===== config.mk =====
export PLATFORM = sky130hd
export DESIGN_NAME = lsu_mem_ctrl_flat
export DESIGN_NICKNAME = d
export VERILOG_FILES = /design/src/rtl/lsu_pkg.sv /design/src/rtl/lsu_mem_ctrl_if.sv /design/src/rtl/lsu_lane_align.sv /design/src/rtl/lsu_mem_ctrl.sv /design/src/flat_wrapper.sv
export SDC_FILE = /design/constraint.sdc
export NUM_CORES = 1
export LEC_CHECK = 0
export BUFFER_PORTS_ARGS = -buffer_cell sky130_fd_sc_hd__buf_4
export CAP_MARGIN = 20
export CELL_PAD_IN_SITES_DETAIL_PLACEMENT = 0
export CELL_PAD_IN_SITES_GLOBAL_PLACEMENT = 1
export CORE_MARGIN = 1.5
export CORE_UTILIZATION = 30
export DETAILED_ROUTE_END_ITERATION = 10
export PLACE_DENSITY = 0.69
export RECOVER_POWER = 50
export SKIP_CTS_REPAIR_TIMING = 1
export SYNTH_ARGS = -nofsm -noshare
export SYNTH_HDL_FRONTEND = slang
export SYNTH_SLANG_ARGS = --single-unit

===== constraint.sdc =====
create_clock -name clk -period 3.83 [get_ports clk]
set_clock_uncertainty 0.15 [all_clocks]
set_input_delay 0.1915 -clock clk [delete_from_list [all_inputs] [get_ports clk]]
set_output_delay 0.1915 -clock clk [all_outputs]
set_load 0.01 [all_outputs]

===== src/rtl/lsu_pkg.sv =====
// Shared types and decode helpers for the load/store controller.
// Latency: n/a (constants and pure functions only).
// Backpressure: n/a.
package lsu_pkg;

    // RV32 funct3 encodings for the load/store size field
    localparam logic [2:0] F3_B  = 3'b000;
    localparam logic [2:0] F3_H  = 3'b001;
    localparam logic [2:0] F3_W  = 3'b010;
    localparam logic [2:0] F3_BU = 3'b100;
    localparam logic [2:0] F3_HU = 3'b101;

    typedef enum logic [1:0] {
        IDLE = 2'd0,
        ACC0 = 2'd1,
        ACC1 = 2'd2,
        RESP = 2'd3
    } state_t;

    // Access size in bytes from funct3[1:0]; 2'b11 never reaches a legal load.
    function automatic logic [2:0] size_bytes(input logic [1:0] f3_lo);
        case (f3_lo)
            2'b00:   return 3'd1;
            2'b01:   return 3'd2;
            default: return 3'd4;
        endcase
    endfunction

    // Stores only look at funct3[2]; loads must be one of the five encodings.
    function automatic logic f3_illegal(input logic we, input logic [2:0] f3);
        if (we)
            return f3[2];
        return !(f3 == F3_B || f3 == F3_H || f3 == F3_W || f3 == F3_BU || f3 == F3_HU);
    endfunction

endpackage


===== src/rtl/lsu_mem_ctrl_if.sv =====
// Request / response / RAM-side bundle for the load/store controller.
// Latency: n/a (wires only).
// Backpressure: request valid/ready, response valid/ready, RAM side has none.
interface lsu_mem_ctrl_if;
    logic        req_valid;
    logic        req_ready;
    logic        req_we;
    logic [2:0]  req_funct3;
    logic [31:0] req_addr;
    logic [31:0] req_wdata;

    logic        rsp_valid;
    logic        rsp_ready;
    logic [31:0] rsp_rdata;
    logic        rsp_err;

    logic        mem_en;
    logic [3:0]  mem_wr;
    logic [31:0] mem_addr;
    logic [7:0]  mem_wdata0;
    logic [7:0]  mem_wdata1;
    logic [7:0]  mem_wdata2;
    logic [7:0]  mem_wdata3;
    logic [31:0] mem_rdata;

    // slave: the controller; master: the execute stage plus RAM model
    modport slave (
        input  req_valid, req_we, req_funct3, req_addr, req_wdata, rsp_ready, mem_rdata,
        output req_ready, rsp_valid, rsp_rdata, rsp_err,
               mem_en, mem_wr, mem_addr, mem_wdata0, mem_wdata1, mem_wdata2, mem_wdata3
    );
    modport master (
        output req_valid, req_we, req_funct3, req_addr, req_wdata, rsp_ready, mem_rdata,
        input  req_ready, rsp_valid, rsp_rdata, rsp_err,
               mem_en, mem_wr, mem_addr, mem_wdata0, mem_wdata1, mem_wdata2, mem_wdata3
    );
endinterface


===== src/rtl/lsu_lane_align.sv =====
// Byte-lane alignment: byte enables over two words, shifted store data, split flag.
// Latency: combinational.
// Backpressure: none.
// Ports: i_off byte offset, i_n size in bytes, i_wdata right-justified store data;
//        o_be0/o_be1 lane enables for the first/second word, o_wsh shifted data, o_split.
module lsu_lane_align (
    input  logic [1:0]  i_off,
    input  logic [2:0]  i_n,
    input  logic [31:0] i_wdata,
    output logic [3:0]  o_be0,
    output logic [3:0]  o_be1,
    output logic [63:0] o_wsh,
    output logic        o_split
);
    logic [7:0] w_mask;
    logic [7:0] w_be;

    assign w_mask  = (8'd1 << i_n) - 8'd1;
    assign w_be    = w_mask << i_off;
    assign o_be0   = w_be[3:0];
    assign o_be1   = w_be[7:4];
    assign o_split = |w_be[7:4];
    assign o_wsh   = {32'd0, i_wdata} << {i_off, 3'b000};
endmodule


===== src/rtl/lsu_mem_ctrl.sv =====
// RV32 load/store controller: word-aligned RAM accesses, misaligned split in two cycles.
// Latency: response 2 cycles after accept (3 when split, 1 for illegal funct3).
// Backpressure: one request outstanding; response held in RESP until rsp_ready.
// Ports: clk, rst (sync, active-high); bus = request, response and RAM-side signals.
import lsu_pkg::*;

module lsu_mem_ctrl #(
    parameter int AWIDTH = 8
) (
    input  logic          clk,
    input  logic          rst,
    lsu_mem_ctrl_if.slave bus
);
    state_t      r_state;
    state_t      w_next;
    logic [31:0] r_addr;
    logic [31:0] r_wdata;
    logic [31:0] r_rd_lo;
    logic [31:0] r_rdata;
    logic [2:0]  r_n;
    logic        r_we;
    logic        r_zext;
    logic        r_err;

    logic        w_accept;
    logic        w_illegal;
    logic        w_acc0;
    logic        w_acc1;
    logic        w_split;
    logic        w_load_done;
    logic [3:0]  w_be0;
    logic [3:0]  w_be1;
    logic [63:0] w_wsh;
    logic [31:0] w_word;
    logic [31:0] w_lanes;
    logic [63:0] w_merged;
    logic [31:0] w_raw;
    logic [31:0] w_ext;

    assign w_accept  = bus.req_valid && bus.req_ready;
    assign w_illegal = f3_illegal(bus.req_we, bus.req_funct3);

    lsu_lane_align u_align (
        .i_off   (r_addr[1:0]),
        .i_n     (r_n),
        .i_wdata (r_wdata),
        .o_be0   (w_be0),
        .o_be1   (w_be1),
        .o_wsh   (w_wsh),
        .o_split (w_split)
    );

    always_ff @(posedge clk) begin
        if (rst) r_state <= IDLE;
        else     r_state <= w_next;
    end

    always_comb begin
        w_next = r_state;
        case (r_state)
            IDLE: if (w_accept) w_next = w_illegal ? RESP : ACC0;
            ACC0: w_next = w_split ? ACC1 : RESP;
            ACC1: w_next = RESP;
            RESP: if (bus.rsp_ready) w_next = IDLE;
            default: w_next = IDLE;
        endcase
        if (rst) w_next = IDLE;
    end

    // Gating with rst keeps a reset during ACC1 from committing the second word.
    assign w_acc0 = (r_state == ACC0) && !rst;
    assign w_acc1 = (r_state == ACC1) && !rst;
    assign w_word = {r_addr[31:2], 2'b00};

    assign bus.req_ready = (r_state == IDLE) && !rst;
    assign bus.rsp_valid = (r_state == RESP) && !rst;
    assign bus.rsp_rdata = r_rdata;
    assign bus.rsp_err   = r_err;
    assign bus.mem_en    = w_acc0 || w_acc1;
    assign bus.mem_addr  = w_acc0 ? w_word : (w_acc1 ? w_word + 32'd4 : 32'd0);
    assign bus.mem_wr    = (w_acc0 && r_we) ? w_be0 : ((w_acc1 && r_we) ? w_be1 : 4'd0);
    assign w_lanes       = w_acc0 ? w_wsh[31:0] : (w_acc1 ? w_wsh[63:32] : 32'd0);
    assign bus.mem_wdata0 = w_lanes[7:0];
    assign bus.mem_wdata1 = w_lanes[15:8];
    assign bus.mem_wdata2 = w_lanes[23:16];
    assign bus.mem_wdata3 = w_lanes[31:24];

    // Result is formed in the last access cycle straight from mem_rdata, so
    // the high word never needs its own register.
    assign w_load_done = ((r_state == ACC0) && !w_split) || (r_state == ACC1);
    assign w_merged    = (r_state == ACC1) ? {bus.mem_rdata, r_rd_lo} : {32'd0, bus.mem_rdata};
    assign w_raw       = 32'(w_merged >> {r_addr[1:0], 3'b000});

    always_comb begin
        w_ext = w_raw;
        case (r_n)
            3'd1: w_ext = r_zext ? {24'd0, w_raw[7:0]}  : {{24{w_raw[7]}},  w_raw[7:0]};
            3'd2: w_ext = r_zext ? {16'd0, w_raw[15:0]} : {{16{w_raw[15]}}, w_raw[15:0]};
            default: w_ext = w_raw;
        endcase
    end

    always_ff @(posedge clk) begin
        if (rst) begin
            r_addr  <= 32'd0;
            r_wdata <= 32'd0;
            r_rd_lo <= 32'd0;
            r_rdata <= 32'd0;
            r_n     <= 3'd0;
            r_we    <= 1'b0;
            r_zext  <= 1'b0;
            r_err   <= 1'b0;
        end else begin
            if (w_accept) begin
                r_addr  <= bus.req_addr;
                r_wdata <= bus.req_wdata;
                r_we    <= bus.req_we;
                r_zext  <= bus.req_funct3[2];
                r_n     <= size_bytes(bus.req_funct3[1:0]);
                r_err   <= w_illegal;
                r_rdata <= 32'd0;
            end
            if (r_state == ACC0)
                r_rd_lo <= bus.mem_rdata;
            if (w_load_done)
                r_rdata <= r_we ? 32'd0 : w_ext;
        end
    end

    a_awidth: assert property (@(posedge clk) AWIDTH > 0 && AWIDTH <= 30);
    a_aligned: assert property (@(posedge clk) bus.mem_addr[1:0] == 2'b00);

endmodule


===== src/flat_wrapper.sv =====
// flat-port wrapper written by rule: the top's interface ports become plain ports
module lsu_mem_ctrl_flat 
#(
    parameter int AWIDTH = 8
)
  (clk, rst, bus_req_valid, bus_req_we, bus_req_funct3, bus_req_addr, bus_req_wdata, bus_rsp_ready, bus_mem_rdata, bus_req_ready, bus_rsp_valid, bus_rsp_rdata, bus_rsp_err, bus_mem_en, bus_mem_wr, bus_mem_addr, bus_mem_wdata0, bus_mem_wdata1, bus_mem_wdata2, bus_mem_wdata3);
  lsu_mem_ctrl_if bus_i ();
  input  logic clk;
  input  logic rst;
  input wire logic [$bits(bus_i.req_valid)-1:0] bus_req_valid;
  input wire logic [$bits(bus_i.req_we)-1:0] bus_req_we;
  input wire logic [$bits(bus_i.req_funct3)-1:0] bus_req_funct3;
  input wire logic [$bits(bus_i.req_addr)-1:0] bus_req_addr;
  input wire logic [$bits(bus_i.req_wdata)-1:0] bus_req_wdata;
  input wire logic [$bits(bus_i.rsp_ready)-1:0] bus_rsp_ready;
  input wire logic [$bits(bus_i.mem_rdata)-1:0] bus_mem_rdata;
  output wire logic [$bits(bus_i.req_ready)-1:0] bus_req_ready;
  output wire logic [$bits(bus_i.rsp_valid)-1:0] bus_rsp_valid;
  output wire logic [$bits(bus_i.rsp_rdata)-1:0] bus_rsp_rdata;
  output wire logic [$bits(bus_i.rsp_err)-1:0] bus_rsp_err;
  output wire logic [$bits(bus_i.mem_en)-1:0] bus_mem_en;
  output wire logic [$bits(bus_i.mem_wr)-1:0] bus_mem_wr;
  output wire logic [$bits(bus_i.mem_addr)-1:0] bus_mem_addr;
  output wire logic [$bits(bus_i.mem_wdata0)-1:0] bus_mem_wdata0;
  output wire logic [$bits(bus_i.mem_wdata1)-1:0] bus_mem_wdata1;
  output wire logic [$bits(bus_i.mem_wdata2)-1:0] bus_mem_wdata2;
  output wire logic [$bits(bus_i.mem_wdata3)-1:0] bus_mem_wdata3;
  assign bus_i.req_valid = bus_req_valid;
  assign bus_i.req_we = bus_req_we;
  assign bus_i.req_funct3 = bus_req_funct3;
  assign bus_i.req_addr = bus_req_addr;
  assign bus_i.req_wdata = bus_req_wdata;
  assign bus_i.rsp_ready = bus_rsp_ready;
  assign bus_i.mem_rdata = bus_mem_rdata;
  assign bus_req_ready = bus_i.req_ready;
  assign bus_rsp_valid = bus_i.rsp_valid;
  assign bus_rsp_rdata = bus_i.rsp_rdata;
  assign bus_rsp_err = bus_i.rsp_err;
  assign bus_mem_en = bus_i.mem_en;
  assign bus_mem_wr = bus_i.mem_wr;
  assign bus_mem_addr = bus_i.mem_addr;
  assign bus_mem_wdata0 = bus_i.mem_wdata0;
  assign bus_mem_wdata1 = bus_i.mem_wdata1;
  assign bus_mem_wdata2 = bus_i.mem_wdata2;
  assign bus_mem_wdata3 = bus_i.mem_wdata3;
  lsu_mem_ctrl #(.AWIDTH(AWIDTH)) u_core (.clk(clk), .rst(rst), .bus(bus_i));
endmodule

* Word-level counts from Yosys, hierarchy flattened
Index checks and enable logic that the tools add are counted.
** Storage, ports and cells
- Bits in registers :: 136
- ROM bits :: 0
- RAM bits :: 0
- Logic and storage cells :: 72
- Bits of input ports :: 104
- Memories kept :: 0
- Bits in latches :: 0
- Output and inout bits :: 104
** Cells by class
- Bitwise logic cells :: 0
- Multipliers :: 0
- $add $sub $neg :: 2
- Div/mod/pow operators :: 0
- Magnitude comparators :: 0
- Equal/unequal tests :: 12
- Reductions and logical operators :: 23
- Shift operators :: 4
- Multiplexer cells :: 22
** Operators with widths (count)
- two-way mux 32 bit :: 9
- two-way mux 64 bit :: 1
- one-hot mux 32 bit (2 select lines) :: 1
- left shift 32 x 5 -> 64 bit :: 1
- right shift 64 x 5 -> 32 bit :: 1
- adder 32 x 3 -> 32 bit, second input constant :: 1
- logical AND 1 bit :: 8
- two-way mux 4 bit :: 2
- one-hot mux 2 bit (4 select lines) :: 1
- left shift 1 x 3 -> 8 bit, first input constant :: 1
- left shift 8 x 2 -> 8 bit :: 1
- subtractor 8 x 1 -> 8 bit, second input constant :: 1
- equality test 3 x 1 -> 1 bit, second input constant :: 2
- equality test 3 x 2 -> 1 bit, second input constant :: 2
- equality test 3 bit, second input constant :: 2
- logical OR 1 bit :: 6
- two-way mux 2 bit :: 3
- one-hot mux 3 bit (2 select lines) :: 1
- equality test 2 x 1 -> 1 bit, second input constant :: 2
- equality test 2 bit, second input constant :: 2
- logical NOT 2 bit :: 2
- two-way mux 1 bit :: 4
- OR reduction 4 bit :: 1
- logical NOT 1 bit :: 3
- other kinds (5) :: 5

* Longest topological paths before layout
- Depth in word-level cells :: 10
- Mapped depth :: 12
- Depth with buffers taken out :: 10

* Modules after synthesis
A second synthesis with hierarchy kept.
** Unflattened totals
- Cells, all modules :: 1034
- Area, all modules :: 8418.1 µm²
** Modules (own cells, without submodules)
- lsu_mem_ctrl :: area an instance 7473.4 µm², sequential area each 2722.6 µm², cells each 905, times used 1
- lsu_lane_align :: area an instance 944.7 µm², sequential area each 0.0 µm², cells each 129, times used 1

* Worst setup path before layout
No wires, ideal clock.
- Path kind :: flip-flop to flip-flop
- From :: register u_core.r_n[2]
- To :: register u_core.r_rdata[16], in the netlist u_core.bus.rsp_rdata[16]
- Data arrival time :: 2590 ps
- Clock period less this slack :: 2857 ps
- Path slack :: 973 ps
- Library setup time :: 117 ps
- Cell stages (with the launch flop) :: 10
- Buffers on the path :: 2
- Data required time :: 3563 ps
- Cell sequence :: dfxtp_1 > clkbuf_1 > or3_1 > ha_1 > or4b_2 > nand4_1 > a211oi_2 > nor3b_4 > buf_6 > a32o_1
** Between the ends
- Word-level cells in the longest chain between the ends :: 8
- Elaborated cells on any way between the ends :: 13
- Those cells by class :: add/sub: 1; eq/ne: 2; shift: 2; mux: 3; reduce/logical: 5
** Ends and longest elaborated chain
- from (decl) :: RTL line lsu_mem_ctrl.sv:20 : logic [2:0] r_n;
- from (signal assigned) :: RTL line lsu_mem_ctrl.sv:119 : r_n <= size_bytes(bus.req_funct3[1:0]);
- left shift 1 x 3 -> 8 bit :: RTL line lsu_lane_align.sv:18 : assign w_mask = (8'd1 << i_n) - 8'd1;
- subtractor 8 x 1 -> 8 bit :: RTL line lsu_lane_align.sv:18
- left shift 8 x 2 -> 8 bit :: RTL line lsu_lane_align.sv:19 : assign w_be = w_mask << i_off;
- OR reduction 4 bit :: RTL line lsu_lane_align.sv:22 : assign o_split = |w_be[7:4];
- logical NOT 1 bit :: RTL line lsu_mem_ctrl.sv:90 : assign w_load_done = ((r_state == ACC0) && !w_split) || (r_state == ACC1);
- logical AND 1 bit :: RTL line lsu_mem_ctrl.sv:90
- logical OR 1 bit :: RTL line lsu_mem_ctrl.sv:90
- two-way mux 32 bit or nonzero test 2 bit (tied branches)
- to (signal assigned) :: RTL line lsu_mem_ctrl.sv:126 : r_rdata <= r_we ? 32'd0 : w_ext;
- to (decl) :: RTL line lsu_mem_ctrl.sv:19 : logic [31:0] r_rdata;
Several ways; a longest one is shown, not always the timed one.
A chain may end at the register's enable or synchronous reset.

* Final worst setup path
- From :: register u_core.r_state[1]
- To :: output bus_mem_wr[0]
** Between the ends
- Word-level cells in the longest chain between the ends :: 5
- Elaborated cells on any way between the ends :: 8
- Those cells by class :: eq/ne: 2; mux: 2; reduce/logical: 4
** Ends and longest elaborated chain
- from (decl) :: RTL line lsu_mem_ctrl.sv:14 : state_t r_state;
- from (signal assigned) :: RTL line lsu_mem_ctrl.sv:55 : else r_state <= w_next;
- equality test 2 bit :: RTL line lsu_mem_ctrl.sv:72 : assign w_acc1 = (r_state == ACC1) && !rst;
- logical AND 1 bit :: RTL line lsu_mem_ctrl.sv:72
- logical AND 1 bit :: RTL line lsu_mem_ctrl.sv:81 : assign bus.mem_wr = (w_acc0 && r_we) ? w_be0 : ((w_acc1 && r_we) ? w_be1 : 4'd0);
- two-way mux 4 bit :: RTL line lsu_mem_ctrl.sv:81
- two-way mux 4 bit * :: RTL line lsu_mem_ctrl.sv:81
- to (decl) :: RTL line flat_wrapper.sv:22 : output wire logic [$bits(bus_i.mem_wr)-1:0] bus_mem_wr;
Mark *: on every way between the ends. The rest lies on a longest branch, timed or not.

==> results.json <==
{
  "status": "finished, violations left",
  "failed_checks": "max-capacitance violations, max-slew violations",
  "highest_layer": "met4",
  "clock_sinks": 136,
  "synthTopCellsByArea": "dfxtp_1, mux2i_1, nand2_1, o21ai_0, nand2b_1",
  "seqCellArea_um2": 2730,
  "postRouteAntennaNets": 0,
  "critical_path.top_delay_family": "simple AND/OR/NAND/NOR gates",
  "grt.total_usage": 0.188,
  "layout_common_cells": "buf_4, nand2_1, dfxtp_1, mux2i_1, nor2_1",
  "die_area_um2": 28600,
  "dpl.hpwl_mm": 19.6,
  "areaGrowthSynthToFinish_pct": 38.4,
  "port_buffers": 205,
  "critPathCaptureType": "output port",
  "synth_top_area_share": 0.328,
  "cts_tree": "built",
  "ioPinCount": 208,
  "hp-class": "in2reg",
  "power_leakage_nw": 4.51,
  "clock_latency_ns": 0.42,
  "htreeDepth": 4,
  "fin_crit_ns": 3.46,
  "ys_seq_elements": 136,
  "die_y_um": 169,
  "critPathRequiredTime_ns": 3.49,
  "num_vias": 8195,
  "stdcell_area_um2": 11500,
  "slew_viol_final": 84,
  "std_cell_rows": 60,
  "wire_per_inst_um": 16.8,
  "max_cap_violations": 1,
  "timing.final.crit_share": 0.904,
  "start_util": 0.307,
  "synth_cells": 1029,
  "synth_flop_cell": "dfxtp_1",
  "grt_pass1_vias": 7556,
  "setup_ws_ns": 0.368,
  "layout_commonest_cell": "buf_4",
  "slowest_delay_ns": 0.58,
  "pre_cts_ws_ns": 0.505,
  "fillers": 2776,
  "core_um2": 27000,
  "insertedDiodeCount": 0,
  "p_per_area_nw_per_um2": 553,
  "fmax_mhz": 289,
  "async_flop_share": 0,
  "synth.avg_cell_area_um2": 8.06,
  "cp.arrival_ns": 3.12,
  "gp_congestion": 0.813,
  "slew_headroom": -0.0325,
  "path_clk_slew_ns": 0.06,
  "tns_ns": 0,
  "worst_slew_pin_slew_ns": 1.55,
  "placed_cell_area_um2": 10000,
  "dr.pass1.iters": 5,
  "rsz0062_at_grt": "no",
  "grt_pass1_wl_mm": 42.0,
  "setup_viol": 0,
  "viasPerCell": 4.97,
  "syn_area_um2": 8290,
  "clock-root-buffer": "clkbuf_16",
  "crit_top_cell": "nand2_1",
  "final_nets": 1407,
  "ir_drop_mv": 0.295,
  "crit_path_start_kind": "flop",
  "crit_slowest_cell": "nor2b_1",
  "grt_max_degree": 85,
  "ys_types": 67,
  "synth_top_cell_by_area": "dfxtp_1",
  "ys_seq_area_frac": 0.328,
  "route.detailed.drc": 0,
  "path_max_fanout": 10,
  "dr_wl_met2_mm": 12.7,
  "drt-initial-drc-count": 542,
  "worstSetupPathType": "reg2out",
  "m1WireLength_mm": 13.0,
  "clk_path_buf_depth": 2,
  "synth_warnings": 0,
  "critPathBufInv": 2,
  "numCtsBuffers": 17,
  "multi_input_area_um2": 5060,
  "drt-total-wl_mm": 27.8,
  "crit_chain": "inv_1 > ha_1 > nor2b_1 > nand2_1 > nor2_2 > nand2_1 > o21ai_0 > and2_1 > buf_4",
  "synth_edf_count": 0,
  "grt_antenna_before_repair": 0,
  "final_layout_size_suffix_gt1_frac": 0.193,
  "finalHoldViolCount": 0,
  "met3_wirelength_mm": 1.62,
  "die_w_um": 169,
  "grt-ovfl-total": 0
}
cell families after synthesis:
family	after synthesis	share of synthesized area
other	1	0.000452
buffers and inverters	93	0.0626
XOR/XNOR	26	0.0275
flip-flops	136	0.328
adder cells (fa/ha/maj)	7	0.0106
AND/OR/NAND/NOR	400	0.233
multiplexers	128	0.157
AO/OA/AOI/OAI	238	0.181
per-stage QoR:
step / power (mW) / util / instances / hold slack (ns)
finish: 6.34 / 0.425 / 1650 / 0.0737
global route: 6.73 / 0.425 / 1650 / 0.125
CTS: 6.40 / 0.393 / 1550 / -0.202
detailed placement: 4.66 / 0.370 / 1518 / 0.239
global placement: 4.62 / 0.369 / 1517 / 0.236
floorplan: 3.80 / - / 1030 / 0.150
worst paths after layout:
kind,end,slack [ns],start,depth (start not counted)
max reg2reg,u_core.bus.rsp_rdata[17]$_SDFFE_PP0P_,0.46,u_core.r_n[2]$_SDFFE_PP0P_,10
min,u_core.r_n[2]$_SDFFE_PP0P_,0.07,bus_req_valid,4
min reg2reg,u_core.r_addr[31]$_SDFFE_PP0P_,0.34,u_core.r_addr[31]$_SDFFE_PP0P_,2
max,bus_mem_wr[0],0.37,u_core.r_state[1]$_SDFFE_PP0P_,9
flip-flops by register name, indices dropped and copies added, names as in the netlist, 2 cells and up:
name                  flops
u_core.bus.rsp_rdata     32
u_core.r_rd_lo           32
u_core.r_state            2
u_core.r_addr            32
u_core.r_n                3
u_core.r_wdata           32
power by group:
part           total, mW  switching [mW]  internal (mW)
clock               1.72           0.718          0.998
sequential          2.13           0.365           1.77
combinational       2.49            1.40           1.10
cell usage after synthesis (all sizes together), types with 3 or more instances:
cell type,number
buf,39
inv,11
and3,12
a22o,17
or3,5
o22ai,12
nand2,153
xor2,18
nor3,7
and2,9
nand4,11
mux2,15
nor3b,3
clkbuf,43
a21oi,46
mux2i,113
nand3,13
o221ai,15
a32o,16
dfxtp,136
o31ai,3
xnor2,8
o21ai,109
ha,7
nand2b,64
nor2b,9
nor2,104
a211oi,3
layout make-up:
class                           count  area share
Timing Repair Buffer              329       0.228
Tap cell                          341      0.0372
Multi-Input combinational cell    801       0.441
Inverter                           11     0.00360
Sequential cell                   136       0.238
Clock buffer                       19      0.0386
Clock inverter                     13      0.0137
routing by layer:
layer,up-vias,track usage
met5,-,0
met4,0,0.0531
met3,28,0.0522
met2,246,0.301
met1,3779,0.246
li1,4142,-
tightest hold or removal path: cells and delay by family:
| family | cells | cell delay, ns |
|---|---|---|
| buf+inv | 1 | 0.08 |
| simple gates | 2 | 0.26 |
| compound gates | 1 | 0.06 |
(Power assumes the default switching activity.)
